File: config.mk
export PLATFORM = sky130hd
export DESIGN_NAME = matmul_result_streamer
export DESIGN_NICKNAME = d
export VERILOG_FILES = /design/src/rtl/matmul_pkg.sv /design/src/rtl/result_regfile.sv /design/src/rtl/matmul_result_streamer.sv
export SDC_FILE = /design/constraint.sdc
export NUM_CORES = 1
export LEC_CHECK = 0
export ABC_AREA = 1
export CELL_PAD_IN_SITES_DETAIL_PLACEMENT = 1
export CELL_PAD_IN_SITES_GLOBAL_PLACEMENT = 1
export CORE_MARGIN = 3
export CORE_UTILIZATION = 47
export DETAILED_ROUTE_END_ITERATION = 7
export PLACE_DENSITY = 0.85
export SLEW_MARGIN = 0
export SYNTH_ARGS = -nofsm -noshare
export SYNTH_HDL_FRONTEND = slang
export SYNTH_SLANG_ARGS = --single-unit
File: constraint.sdc
create_clock -name clk -period 3.6 [get_ports clk]
set_input_delay 0.54 -clock clk [delete_from_list [all_inputs] [get_ports clk]]
set_output_delay 0.54 -clock clk [all_outputs]
set_load 0.02 [all_outputs]
File: src/rtl/matmul_pkg.sv
// Shared widths, FSM encoding and error-bit positions for the matmul result streamer.
package matmul_pkg;

  localparam int DATA_W    = 16;
  localparam int N_RESULTS = 9;
  localparam int IDX_W     = 4;

  typedef enum logic [1:0] {
    ST_IDLE    = 2'b00,
    ST_COLLECT = 2'b01,
    ST_STREAM  = 2'b10
  } state_e;

  localparam int ERR_RANGE = 0;
  localparam int ERR_DUP   = 1;
  localparam int ERR_OVR   = 2;

endpackage

File: src/rtl/result_regfile.sv
// Result element storage: one synchronous write port, one combinational read port.
module result_regfile #(
  parameter int DATA_W    = matmul_pkg::DATA_W,
  parameter int N_RESULTS = matmul_pkg::N_RESULTS,
  parameter int IDX_W     = matmul_pkg::IDX_W
) (
  input  logic              clk,
  input  logic              wr_en,
  input  logic [IDX_W-1:0]  wr_idx,
  input  logic [DATA_W-1:0] wr_data,
  input  logic [IDX_W-1:0]  rd_idx,
  output logic [DATA_W-1:0] rd_data
);

  logic [DATA_W-1:0] mem_r [N_RESULTS];

  // Element write; contents are intentionally not reset.
  always_ff @(posedge clk) begin
    if (wr_en) begin
      mem_r[wr_idx] <= wr_data;
    end
  end

  assign rd_data = mem_r[rd_idx];

endmodule

File: src/rtl/matmul_result_streamer.sv
// Captures the nine 3x3 product elements in any order, then streams them out
// in row-major order over valid/ready with sticky protocol-error flags.
module matmul_result_streamer #(
  parameter int DATA_W    = matmul_pkg::DATA_W,
  parameter int N_RESULTS = matmul_pkg::N_RESULTS,
  parameter int IDX_W     = matmul_pkg::IDX_W
) (
  input  logic              clk,
  input  logic              reset,
  input  logic              clr,
  input  logic              res_valid,
  input  logic [IDX_W-1:0]  res_idx,
  input  logic [DATA_W-1:0] res_data,
  output logic [DATA_W-1:0] dout,
  output logic              dout_valid,
  input  logic              dout_ready,
  output logic              dout_last,
  output logic              busy,
  output logic [2:0]        err
);

  import matmul_pkg::*;

  localparam logic [IDX_W-1:0]     LAST_IDX    = IDX_W'(N_RESULTS - 1);
  localparam logic [IDX_W:0]       IDX_LIMIT   = (IDX_W + 1)'(N_RESULTS);
  localparam logic [N_RESULTS-1:0] ALL_PRESENT = {N_RESULTS{1'b1}};

  state_e                state_r, state_s;
  logic [N_RESULTS-1:0]  present_r, present_s, idx_bit_s;
  logic [IDX_W-1:0]      ptr_r, ptr_s;
  logic [2:0]            err_r, err_s;
  logic [DATA_W-1:0]     dout_r, dout_s, rd_data_s;
  logic                  dout_valid_r, dout_valid_s;
  logic                  dout_last_r, dout_last_s;
  logic                  busy_r, busy_s;
  logic                  legal_s, hit_s, wr_en_s, full_s, xfer_s;

  assign legal_s   = ({1'b0, res_idx} < IDX_LIMIT);
  assign idx_bit_s = N_RESULTS'(1'b1) << res_idx;
  assign hit_s     = |(present_r & idx_bit_s);
  assign wr_en_s   = res_valid & legal_s & ~hit_s & ~clr & (state_r != ST_STREAM);
  assign full_s    = ((present_r | idx_bit_s) == ALL_PRESENT);
  assign xfer_s    = dout_valid_r & dout_ready;

  result_regfile #(
    .DATA_W    (DATA_W),
    .N_RESULTS (N_RESULTS),
    .IDX_W     (IDX_W)
  ) u_regfile (
    .clk     (clk),
    .wr_en   (wr_en_s),
    .wr_idx  (res_idx),
    .wr_data (res_data),
    .rd_idx  (ptr_s),
    .rd_data (rd_data_s)
  );

  // FSM state register; clr behaves as a clocked copy of reset.
  always_ff @(posedge clk or negedge reset) begin
    if (!reset) begin
      state_r <= ST_IDLE;
    end else if (clr) begin
      state_r <= ST_IDLE;
    end else begin
      state_r <= state_s;
    end
  end

  // FSM next-state logic.
  always_comb begin
    state_s = state_r;
    case (state_r)
      ST_IDLE, ST_COLLECT: begin
        if (wr_en_s) begin
          state_s = full_s ? ST_STREAM : ST_COLLECT;
        end else begin
          state_s = state_r;
        end
      end
      ST_STREAM: begin
        if (xfer_s && (ptr_r == LAST_IDX)) begin
          state_s = ST_IDLE;
        end else begin
          state_s = ST_STREAM;
        end
      end
      default: state_s = ST_IDLE;
    endcase
  end

  // Next values for bitmap, read pointer, error flags and the registered outputs.
  always_comb begin
    present_s = present_r;
    ptr_s     = ptr_r;
    if ((state_r == ST_STREAM) && (state_s == ST_IDLE)) begin
      present_s = {N_RESULTS{1'b0}};
      ptr_s     = {IDX_W{1'b0}};
    end else if (wr_en_s) begin
      present_s = present_r | idx_bit_s;
      ptr_s     = {IDX_W{1'b0}};
    end else if (xfer_s) begin
      ptr_s     = ptr_r + IDX_W'(1);
    end else begin
      present_s = present_r;
      ptr_s     = ptr_r;
    end

    err_s            = err_r;
    err_s[ERR_RANGE] = err_r[ERR_RANGE] | (res_valid & ~legal_s);
    err_s[ERR_DUP]   = err_r[ERR_DUP] | (res_valid & legal_s & hit_s & (state_r == ST_COLLECT));
    err_s[ERR_OVR]   = err_r[ERR_OVR] | (res_valid & (state_r == ST_STREAM));

    dout_valid_s = (state_s == ST_STREAM);
    dout_last_s  = dout_valid_s & (ptr_s == LAST_IDX);
    busy_s       = (state_s != ST_IDLE);
    // The element completing the frame may be element 0 itself, so bypass the regfile.
    if (!dout_valid_s) begin
      dout_s = {DATA_W{1'b0}};
    end else if (wr_en_s && (res_idx == ptr_s)) begin
      dout_s = res_data;
    end else begin
      dout_s = rd_data_s;
    end
  end

  // Datapath and output registers.
  always_ff @(posedge clk or negedge reset) begin
    if (!reset) begin
      present_r    <= {N_RESULTS{1'b0}};
      ptr_r        <= {IDX_W{1'b0}};
      err_r        <= 3'b000;
      dout_r       <= {DATA_W{1'b0}};
      dout_valid_r <= 1'b0;
      dout_last_r  <= 1'b0;
      busy_r       <= 1'b0;
    end else if (clr) begin
      present_r    <= {N_RESULTS{1'b0}};
      ptr_r        <= {IDX_W{1'b0}};
      err_r        <= 3'b000;
      dout_r       <= {DATA_W{1'b0}};
      dout_valid_r <= 1'b0;
      dout_last_r  <= 1'b0;
      busy_r       <= 1'b0;
    end else begin
      present_r    <= present_s;
      ptr_r        <= ptr_s;
      err_r        <= err_s;
      dout_r       <= dout_s;
      dout_valid_r <= dout_valid_s;
      dout_last_r  <= dout_last_s;
      busy_r       <= busy_s;
    end
  end

  assign dout       = dout_r;
  assign dout_valid = dout_valid_r;
  assign dout_last  = dout_last_r;
  assign busy       = busy_r;
  assign err        = err_r;

endmodule

==> results of run 1 <==
## flip-flops by register name, summed over array words and instances (netlist names)
signal           flops
busy                 1
dout                16
dout_last            1
dout_valid           1
err                  3
present_r            9
ptr_r                4
state_r              2
u_regfile.mem_r    144
## logic make-up after synthesis
| logic type | Yosys count | share of synthesized area |
|---|---|---|
| buf+inv | 134 | 0.0720 |
| compound gates | 62 | 0.0457 |
| flops | 181 | 0.661 |
| xor+xnor | 2 | 0.00221 |
| fa+ha+maj | 2 | 0.00315 |
| simple gates | 388 | 0.216 |
## power by group through the flow
stage               Clock (µW)  Sequential (µW)  Combinational, µW
floorplan                    0             2320               37.2
global placement             0             2320                121
detailed placement           0             2320                128
CTS                       1910             2270                131
global route              2000             2270                141
finish                    1890             2270                132
## metal layers
layer	up-vias	part of all wire	GRT usage
li1	2703	-	-
met1	3059	0.39	0.318
met2	225	0.52	0.493
met3	61	0.056	0.0600
met4	0	0.034	0.120
met5	-	0	0
## cell usage in the layout, fill, tap and decap left out, types with 5 or more instances in the layout
cell type                         count
sky130_fd_sc_hd__inv_2                5
sky130_fd_sc_hd__nor2_1             105
sky130_fd_sc_hd__inv_1               90
sky130_fd_sc_hd__edfxtp_1           144
sky130_fd_sc_hd__o21ai_0             19
sky130_fd_sc_hd__a21oi_1             22
sky130_fd_sc_hd__dfrtp_1             37
sky130_fd_sc_hd__nand4_1             34
sky130_fd_sc_hd__clkbuf_16           17
sky130_fd_sc_hd__clkdlybuf4s50_1     45
sky130_fd_sc_hd__nand2_1            156
sky130_fd_sc_hd__buf_4               27
sky130_fd_sc_hd__nand3_1             77
sky130_fd_sc_hd__o211ai_1            16
## metrics by stage
| stage | setup slack [ns] | util |
|---|---|---|
| finish | 0.620 | 0.574 |
| global placement | 0.556 | 0.537 |
| CTS | 0.658 | 0.574 |
| global route | 0.413 | 0.574 |
| floorplan | 0.504 | - |
| detailed placement | 0.307 | 0.537 |
## how the worst min path moves through the flow
| stage | from | endpoint | slack [ns] | cells past startpoint |
|---|---|---|---|---|
| final | reset | dout[15]$_DFF_PN0_ | 0.28 | 1 |
| after global routing | reset | dout[4]$_DFF_PN0_ | 0.31 | 1 |
| after CTS | reset | dout[1]$_DFF_PN0_ | 0.29 | 1 |
| after detailed placement | err[1]$_DFF_PN0_ | err[1]$_DFF_PN0_ | 0.51 | 2 |
| after global placement | err[1]$_DFF_PN0_ | err[1]$_DFF_PN0_ | 0.49 | 2 |
| after floorplan | reset | busy$_DFF_PN0_ | 0.24 | 0 |
## worst max-delay path, delay by kind of cell
family          cells  cell delay [ns]
simple gates       12             1.60
compound gates      1             0.15
buf+inv             3             1.04
## layout make-up
class / count / area share
clock inverters: 13 / 0.0171
flip-flops and latches: 181 / 0.564
repair buffers: 76 / 0.0771
well taps: 216 / 0.0290
multi-input cells: 454 / 0.228
clock buffers: 19 / 0.0465
inverters: 95 / 0.0383
==> flow_summary.ini, run 1 <==
[power_and_ir_drop]
cell_internal_pwr_uw = 3400
power_per_cell_area_nw_per_um2 = 462
p_leak_uw = 0.00387
pwr-share-clk = 0.441
p_switching_uw = 900
power_frac_comb = 0.031
share_seq_of_total_power = 0.529
vdd_ir_drop_max_uv = 366
post-layout-total-power_uw = 4300
power.switching_fraction = 0.209

[place]
routabilityCongestion = 0.940
port_buffers = 46
dp_hpwl_um = 14200
placedCellCount = 1022
detailed_place.area_um2 = 8720

[final_layout]
synthToLayoutAreaGrowth_pct = 17.3
filler_free_cell_count_of_the_finished_design = 1054
fill_cell_total_of_the_finished_layout = 1756
final_layout_size_suffix_gt1_frac = 0.0895
final_design_area_no_fill_um2 = 9320
antenna_cells = 0
multiInputGateArea_um2 = 2130
layout.nets = 852
layout.area.seq_um2 = 5250

[synth]
yosysSeqAreaShare = 0.661
synth.lib_cells_used.distinct = 30
syn_area_per_cell_um2 = 10.3
ys_ff_latch = 181
number_of_standard_cells_after_synthesis = 769
synth_fp_nets = 796
async_reset_ff_frac = 0.204
netlist_top_cells_count = 156 x sky130_fd_sc_hd__nand2_1, 144 x sky130_fd_sc_hd__edfxtp_1, 105 x sky130_fd_sc_hd__nor2_1
synthesis.area_um2 = 7940
synthesis.yosys.warnings = 0
synth_top_area_cell = sky130_fd_sc_hd__edfxtp_1
synth.top_cell.area_share = 0.545
synth_enable_flop_cells = 144
synthFlopType = sky130_fd_sc_hd__edfxtp_1
synth_top_cells_by_area = sky130_fd_sc_hd__edfxtp_1 54%, sky130_fd_sc_hd__dfrtp_1 12%, sky130_fd_sc_hd__nand2_1 7.4%
synth.most_common_cell = sky130_fd_sc_hd__nand2_1

[worst_setup_path]
timing.reg2reg.worst_path_depth = 14
path_cells = clkdlybuf4s50_1, inv_2, nand2_1, nor2_1, nand2_1, nand3_1, nor2_2, nand4_4, nand3_2, buf_4, nand2_1, nand3_1, nand3_1, nand2_1, nand2_1, a21oi_1
critical_path.startpoint = res_idx[3]
r2r_end = dout[7]$_DFF_PN0_
critical-path-max-stage-delay_ns = 0.59
setup.worst_path.class = in2reg
cp-end-kind = register
critical_path.startpoint_type = primary input
timing.critical_path.slowest_stage_cell = sky130_fd_sc_hd__clkdlybuf4s50_1
cp_common_cell = sky130_fd_sc_hd__nand2_1
cp_data_required_time_ns = 3.96
timing.reg2reg.setup_slack_ns = 0.92
timing.rr.start = ptr_r[0]$_DFF_PN0_
cp_max_fo = 37
cp.arrival_ns = 3.34
endpoint = dout[7]$_DFF_PN0_

[timing]
slew_headroom = 0.325
timing.final.setup_violations = 0
hold_viol = 0
finalWorstPathRequiredPeriod_ns = 2.98
layout_worst_path_cycle_share = 0.828
fmax_ghz = 0.336
whs_ns = 0.275
setup_total_neg_slack_ns = 0
timing_worst_slew_pin_value_ns = 1.01
rsz0062_at_grt = false
slew_viol_final = 0
worst_clock_skew_ns = 0.0101

[worst_hold_path]
hold_class = in2async

[detailed_routing]
drtIter0Drc = 591
routed_wl_um = 24100
antenna_violating_nets_post_route = 0
drt_pass1_iterations = 5
via_per_inst = 5.74
via_count = 6048
route.detailed.drc = 0
wl_per_cell_um = 22.8

[run]
maxCapViolCount = 0

[clock_tree]
cts_root_buffer = sky130_fd_sc_hd__clkbuf_16
post_cts_resized = 0
inserted_clock_buffers = 17
cts.repair_timing.setup_buffer_count = 0
clkSinkCount = 181
tritoncts = done
cts.htree.levels = 4
clock_latency_ns = 0.44
cts.reportedPaths.clkPinSlew_ns = 0.07
cts_hold_buffers = 0
clockBufferDepth = 2

[global_route]
grt_util_all_layers = 0.276
globalRouteOverflowTotal = 0
grt_start_max_net_pins = 67
grt_first_pass_wirelength_um = 37700
antenna_violations_before_repair = 0
first_global_vias = 6764

[die]
top_level_ports = 47
die_h_um = 136
dieArea_um2 = 18500
chipWidth_um = 136
fp.coreArea_um2 = 16200
row_count = 46
effective_utilization_at_floorplan = 0.489

[run_status]
run_status = completed
Power figures use the tool's default switching activity.
==> run 2: changes to the inputs <==
--- a/config.mk
+++ b/config.mk
@@ -9,9 +9,9 @@
 export CELL_PAD_IN_SITES_DETAIL_PLACEMENT = 1
 export CELL_PAD_IN_SITES_GLOBAL_PLACEMENT = 1
 export CORE_MARGIN = 3
-export CORE_UTILIZATION = 47
+export CORE_UTILIZATION = 43
 export DETAILED_ROUTE_END_ITERATION = 7
-export PLACE_DENSITY = 0.85
+export PLACE_DENSITY = 0.82
 export SLEW_MARGIN = 0
 export SYNTH_ARGS = -nofsm -noshare
 export SYNTH_HDL_FRONTEND = slang
==> constraint.sdc (replaced) <==
create_clock -name clk -period 2.62 [get_ports clk]
set_input_delay 0.393 -clock clk [delete_from_list [all_inputs] [get_ports clk]]
set_output_delay 0.393 -clock clk [all_outputs]
set_load 0.02 [all_outputs]
==> run 2 against run 1 <==
  * Routed wire length is 0.61% higher
  * Global-route usage down 2.6 points
  * Flip-flop and latch count is the same
  * Non-clock buffer count up 37
  * Critical path depth shrank 4
  * Cell count up 4.7%
  * Largest power group unchanged
==> flow_summary.ini, run 2 (synthesized netlist as in run 1, its figures left out) <==
[run_status]
run_status = completed

[worst_setup_path]
cp-end-kind = register
critical_path.startpoint_type = primary input
critical_path.startpoint = res_idx[0]
cp.arrival_ns = 2.65
critical-path-max-stage-delay_ns = 0.60
cp_data_required_time_ns = 2.77
path_cells = clkdlybuf4s50_1, nor2_4, buf_4, nand3_1, nand3_1, nor2_2, nand4_4, buf_4, nor2_1, inv_1, nor2_2, buf_6
cp_top_family = buffers and inverters
timing.rr.start = ptr_r[0]$_DFF_PN0_
cp_max_fo = 9
sum_of_buffers_and_inverters_on_the_critical_path = 5
timing.critical_path.slowest_stage_cell = sky130_fd_sc_hd__clkdlybuf4s50_1
setup.worst_path.class = in2reg

[die]
row_count = 49
effective_utilization_at_floorplan = 0.441
die_h_um = 142
dieArea_um2 = 20100
top_level_ports = 47
chipWidth_um = 142
fp.coreArea_um2 = 18000

[timing]
hold_viol = 0
worst_clock_skew_ns = 0.00856
fmax_ghz = 0.401
finalWorstPathRequiredPeriod_ns = 2.50
slew_headroom = 0.335
finalWorstSetupSlack_ns = 0.124
rsz0062_at_grt = true
slew_viol_final = 0
layout_worst_path_cycle_share = 0.953
timing_worst_slew_pin_value_ns = 0.998
timing.final.setup_violations = 0

[place]
worst_slack_after_detailed_placement_ns = -0.269
dp_hpwl_um = 15000
routabilityCongestion = 0.926
placedCellCount = 1070
port_buffers = 46

[power_and_ir_drop]
power_per_cell_area_nw_per_um2 = 605
vdd_ir_drop_max_uv = 487
p_leak_uw = 0.00411
post-layout-total-power_uw = 5940

[final_layout]
most_common_cell_after_layout_fill_and_taps_aside = sky130_fd_sc_hd__nand2_1
largest_reg_flops = 144
final_layout_size_suffix_gt1_frac = 0.135
antenna_cells = 0
max_flop_register = u_regfile.mem_r
layout.nets = 889
filler_free_cell_count_of_the_finished_design = 1104
synthToLayoutAreaGrowth_pct = 23.8
layout_common_cells = 156 x sky130_fd_sc_hd__nand2_1, 144 x sky130_fd_sc_hd__edfxtp_1, 103 x sky130_fd_sc_hd__nor2_1

[clock_tree]
clock_latency_ns = 0.45
tritoncts = done
inserted_clock_buffers = 17
cts.reportedPaths.clkPinSlew_ns = 0.07
cts_root_buffer = sky130_fd_sc_hd__clkbuf_16
cts.htree.levels = 4
clockBufferDepth = 2
clkSinkCount = 181
cts_hold_buffers = 0

[detailed_routing]
drtIter0Drc = 562
routed_wl_um = 24200
route.detailed.drc = 0
wl_per_cell_um = 21.9
via_per_inst = 5.71
via_count = 6300
antenna_violating_nets_post_route = 0
drt_pass1_iterations = 5

[global_route]
first_global_vias = 6821
grt_first_pass_wirelength_um = 37900
grt_start_max_net_pins = 38
globalRouteOverflowTotal = 0
grt_util_all_layers = 0.250
antenna_violations_before_repair = 0

[worst_hold_path]
hold_class = in2async

[run]
maxCapViolCount = 0
==> run 2: final cells by class <==
type | count | area, µm²
clock inverters | 15 | 175
fillers | 1969 | 8190
inverters | 95 | 357
repair buffers | 113 | 1200
well taps | 229 | 287
clock buffers | 17 | 425
multi-input cells | 454 | 2140
flip-flops and latches | 181 | 5250
==> run 2: what timing repair did <==
item	CTS	global route
endpoints found under the setup margin	0	19
resized for setup	0	7
buffers inserted	0	2
==> run 2: final timing paths <==
path / depth (start not counted) / endpoint / slack (ns)
worst min-delay path: 1 / dout[9]$_DFF_PN0_ / 0.11
worst max register to register: 12 / dout[3]$_DFF_PN0_ / 0.31
min in group clk: 2 / err[1]$_DFF_PN0_ / 0.53
worst min register to register: 2 / err[1]$_DFF_PN0_ / 0.53
worst max-delay path: 12 / u_regfile.mem_r[2][15]$_DFFE_PP_ / 0.12
max in group asynchronous: 1 / dout[0]$_DFF_PN0_ / 1.89
==> run 2: layer usage <==
metal  GRT usage  wire length [µm]  vias up  part of all wire
met2       0.426             12400      237              0.51
met5           0                 0        -                 0
met1       0.312              9750     3232              0.40
met3      0.0448              1320       55             0.054
li1            -                 -     2776                 -
met4       0.110               715        0             0.030
==> run 2: power breakdown <==
group	leakage, µW	internal (µW)	switching [µW]
registers	0.00181	3120	5.55
logic	0.00202	74.5	132
clock network	0.000275	1430	1190
total	0.00411	4620	1330
==> run 2: stage by stage <==
step / hold slack (ns) / utilization / setup TNS (ns) / area, µm²
CTS: 0.136 / 0.543 / 0 / 9790
floorplan: 0.0974 / - / -11.44 / 7940
global route: 0.161 / 0.546 / -0.00940 / 9830
finish: 0.111 / 0.546 / 0 / 9830
global placement: 0.494 / 0.510 / -9.38 / 9190
detailed placement: 0.503 / 0.510 / -22.00 / 9190
==> run 3: changes to the inputs <==
--- a/config.mk
+++ b/config.mk
@@ -11,8 +11,9 @@
 export CORE_MARGIN = 3
 export CORE_UTILIZATION = 43
 export DETAILED_ROUTE_END_ITERATION = 7
+export MAX_ROUTING_LAYER = met4
 export PLACE_DENSITY = 0.82
-export SLEW_MARGIN = 0
+export SLEW_MARGIN = 20
 export SYNTH_ARGS = -nofsm -noshare
 export SYNTH_HDL_FRONTEND = slang
 export SYNTH_SLANG_ARGS = --single-unit
==> run 3 against run 2 <==
  * Worst setup slack got worse by 0.0044 ns
  * Largest cell class unchanged
  * Cell count unchanged
  * Core utilization decreased by 0.056 points
  * First-iteration DRC count increased by 24%
  * Critical endpoint is now u_regfile.mem_r[2][9]$_DFFE_PP_
  * Hold slack about the same
==> flow_summary.ini, run 3 (synthesized netlist as in run 1, its figures left out) <==
[worst_setup_path]
cp.arrival_ns = 2.64
critical_path.startpoint_type = primary input
timing.critical_path.slowest_stage_cell = sky130_fd_sc_hd__clkdlybuf4s50_1
cp-end-kind = register
cp_data_required_time_ns = 2.76
setup.worst_path.class = in2reg
cp_common_cell = sky130_fd_sc_hd__buf_4
critical-path-max-stage-delay_ns = 0.60
timing.reg2reg.setup_slack_ns = 0.32
cp_max_fo = 8
timing.rr.start = ptr_r[0]$_DFF_PN0_
timing.reg2reg.worst_path_depth = 12
r2r_end = dout[3]$_DFF_PN0_
path_cells = clkdlybuf4s50_1, nor2_4, buf_4, nand3_1, nand3_1, nor2_2, nand4_4, buf_4, nor2_1, inv_1, nor2_2, buf_4

[power_and_ir_drop]
post-layout-total-power_uw = 5940
share_seq_of_total_power = 0.525
p_switching_uw = 1330
cell_internal_pwr_uw = 4620
pwr-share-clk = 0.440
power_per_cell_area_nw_per_um2 = 605
power.switching_fraction = 0.223
vdd_ir_drop_max_uv = 481
p_leak_uw = 0.00411
power_frac_comb = 0.035

[detailed_routing]
antenna_violating_nets_post_route = 0
via_count = 6214
wl_per_cell_um = 21.9
routed_wl_um = 24200
drtIter0Drc = 697
via_per_inst = 5.63
route.detailed.drc = 0
drt_pass1_iterations = 5

[final_layout]
layout.core_utilization = 0.545
filler_free_cell_count_of_the_finished_design = 1104
antenna_cells = 0
fill_cell_total_of_the_finished_layout = 1971
max_flop_register = u_regfile.mem_r
synthToLayoutAreaGrowth_pct = 23.7
layout_common_cells = 156 x sky130_fd_sc_hd__nand2_1, 144 x sky130_fd_sc_hd__edfxtp_1, 104 x sky130_fd_sc_hd__nor2_1
layout.nets = 889
most_common_cell_after_layout_fill_and_taps_aside = sky130_fd_sc_hd__nand2_1
final_layout_size_suffix_gt1_frac = 0.134
largest_reg_flops = 144

[place]
placedCellCount = 1070
dp_hpwl_um = 15000
routabilityCongestion = 0.942
port_buffers = 46

[timing]
slew_headroom = 0.342
slew_viol_final = 0
hold_viol = 0
timing_worst_slew_pin_value_ns = 0.987
worst_clock_skew_ns = 0.00821
whs_ns = 0.111
rsz0062_at_grt = true
finalWorstPathRequiredPeriod_ns = 2.50
layout_worst_path_cycle_share = 0.954
timing.final.setup_violations = 0
fmax_ghz = 0.400

[global_route]
globalRouteOverflowTotal = 0
grt_util_all_layers = 0.257
antenna_violations_before_repair = 0
first_global_vias = 6795
grt_first_pass_wirelength_um = 37800
grt_start_max_net_pins = 38

[clock_tree]
clkSinkCount = 181
clock_latency_ns = 0.44
cts.htree.levels = 4
cts.reportedPaths.clkPinSlew_ns = 0.07
clockBufferDepth = 2
inserted_clock_buffers = 17
tritoncts = done
cts_root_buffer = sky130_fd_sc_hd__clkbuf_16

[die]
chipWidth_um = 142
top_level_ports = 47
dieArea_um2 = 20100
effective_utilization_at_floorplan = 0.441
row_count = 49
die_h_um = 142
fp.coreArea_um2 = 18000

[run]
maxCapViolCount = 0

[worst_hold_path]
hold_class = in2async

[run_status]
run_status = completed
==> run 3: how the worst max path moves through the flow <==
stage,cells after the start,endpoint,slack (ns),start
floorplan,8,u_regfile.mem_r[6][0]$_DFFE_PP_,-0.33,res_idx[0]
global placement,12,u_regfile.mem_r[3][12]$_DFFE_PP_,-0.12,res_idx[0]
detailed placement,12,u_regfile.mem_r[2][1]$_DFFE_PP_,-0.27,res_idx[0]
CTS,12,u_regfile.mem_r[2][13]$_DFFE_PP_,0.1,res_idx[0]
global route,13,u_regfile.mem_r[3][1]$_DFFE_PP_,-0.03,res_idx[3]
finish,12,u_regfile.mem_r[2][9]$_DFFE_PP_,0.12,res_idx[0]
==> run 3: power groups by stage <==
| stage | clock network, µW | logic, µW | registers (µW) |
|---|---|---|---|
| after floorplan | 0 | 51.1 | 3190 |
| after global placement | 0 | 195 | 3180 |
| after detailed placement | 0 | 202 | 3190 |
| after CTS | 2640 | 205 | 3120 |
| after global routing | 2780 | 222 | 3120 |
| final | 2620 | 206 | 3120 |
==> run 3: stage by stage <==
step / worst slack [ns] / TNS (ns) / area [µm²]
after floorplan: -0.329 / -11.44 / 7940
after global placement: -0.123 / -9.38 / 9190
after detailed placement: -0.269 / -22.00 / 9190
after CTS: 0.0956 / 0 / 9790
after global routing: -0.0335 / -0.348 / 9820
final: 0.120 / 0 / 9820
==> run 3: layout make-up <==
class	count	area (µm²)	area share
clock buffers	17	425	0.0433
clock inverters	15	175	0.0178
inverters	95	357	0.0363
multi-input cells	454	2140	0.218
flip-flops and latches	181	5250	0.534
well taps	229	287	0.0292
repair buffers	113	1190	0.121
==> run 3: worst max-delay path, delay by kind of cell <==
family / cells / cell delay (ns)
buf+inv: 5 / 1.32
simple gates: 7 / 0.92
==> run 3: repair_timing <==
| action | in CTS | in global routing |
|---|---|---|
| endpoints found under the setup margin | 0 | 19 |
| setup buffers | 0 | 2 |
| resized for setup | 0 | 4 |
| hold buffers | 0 | 0 |
==> run 3: layer usage <==
metal	global-route usage	vias up	part of all wire
met1	0.311	3157	0.40
met2	0.429	223	0.52
met5	-	-	0
met3	0.0438	55	0.052
met4	0.108	0	0.028
li1	-	2779	-
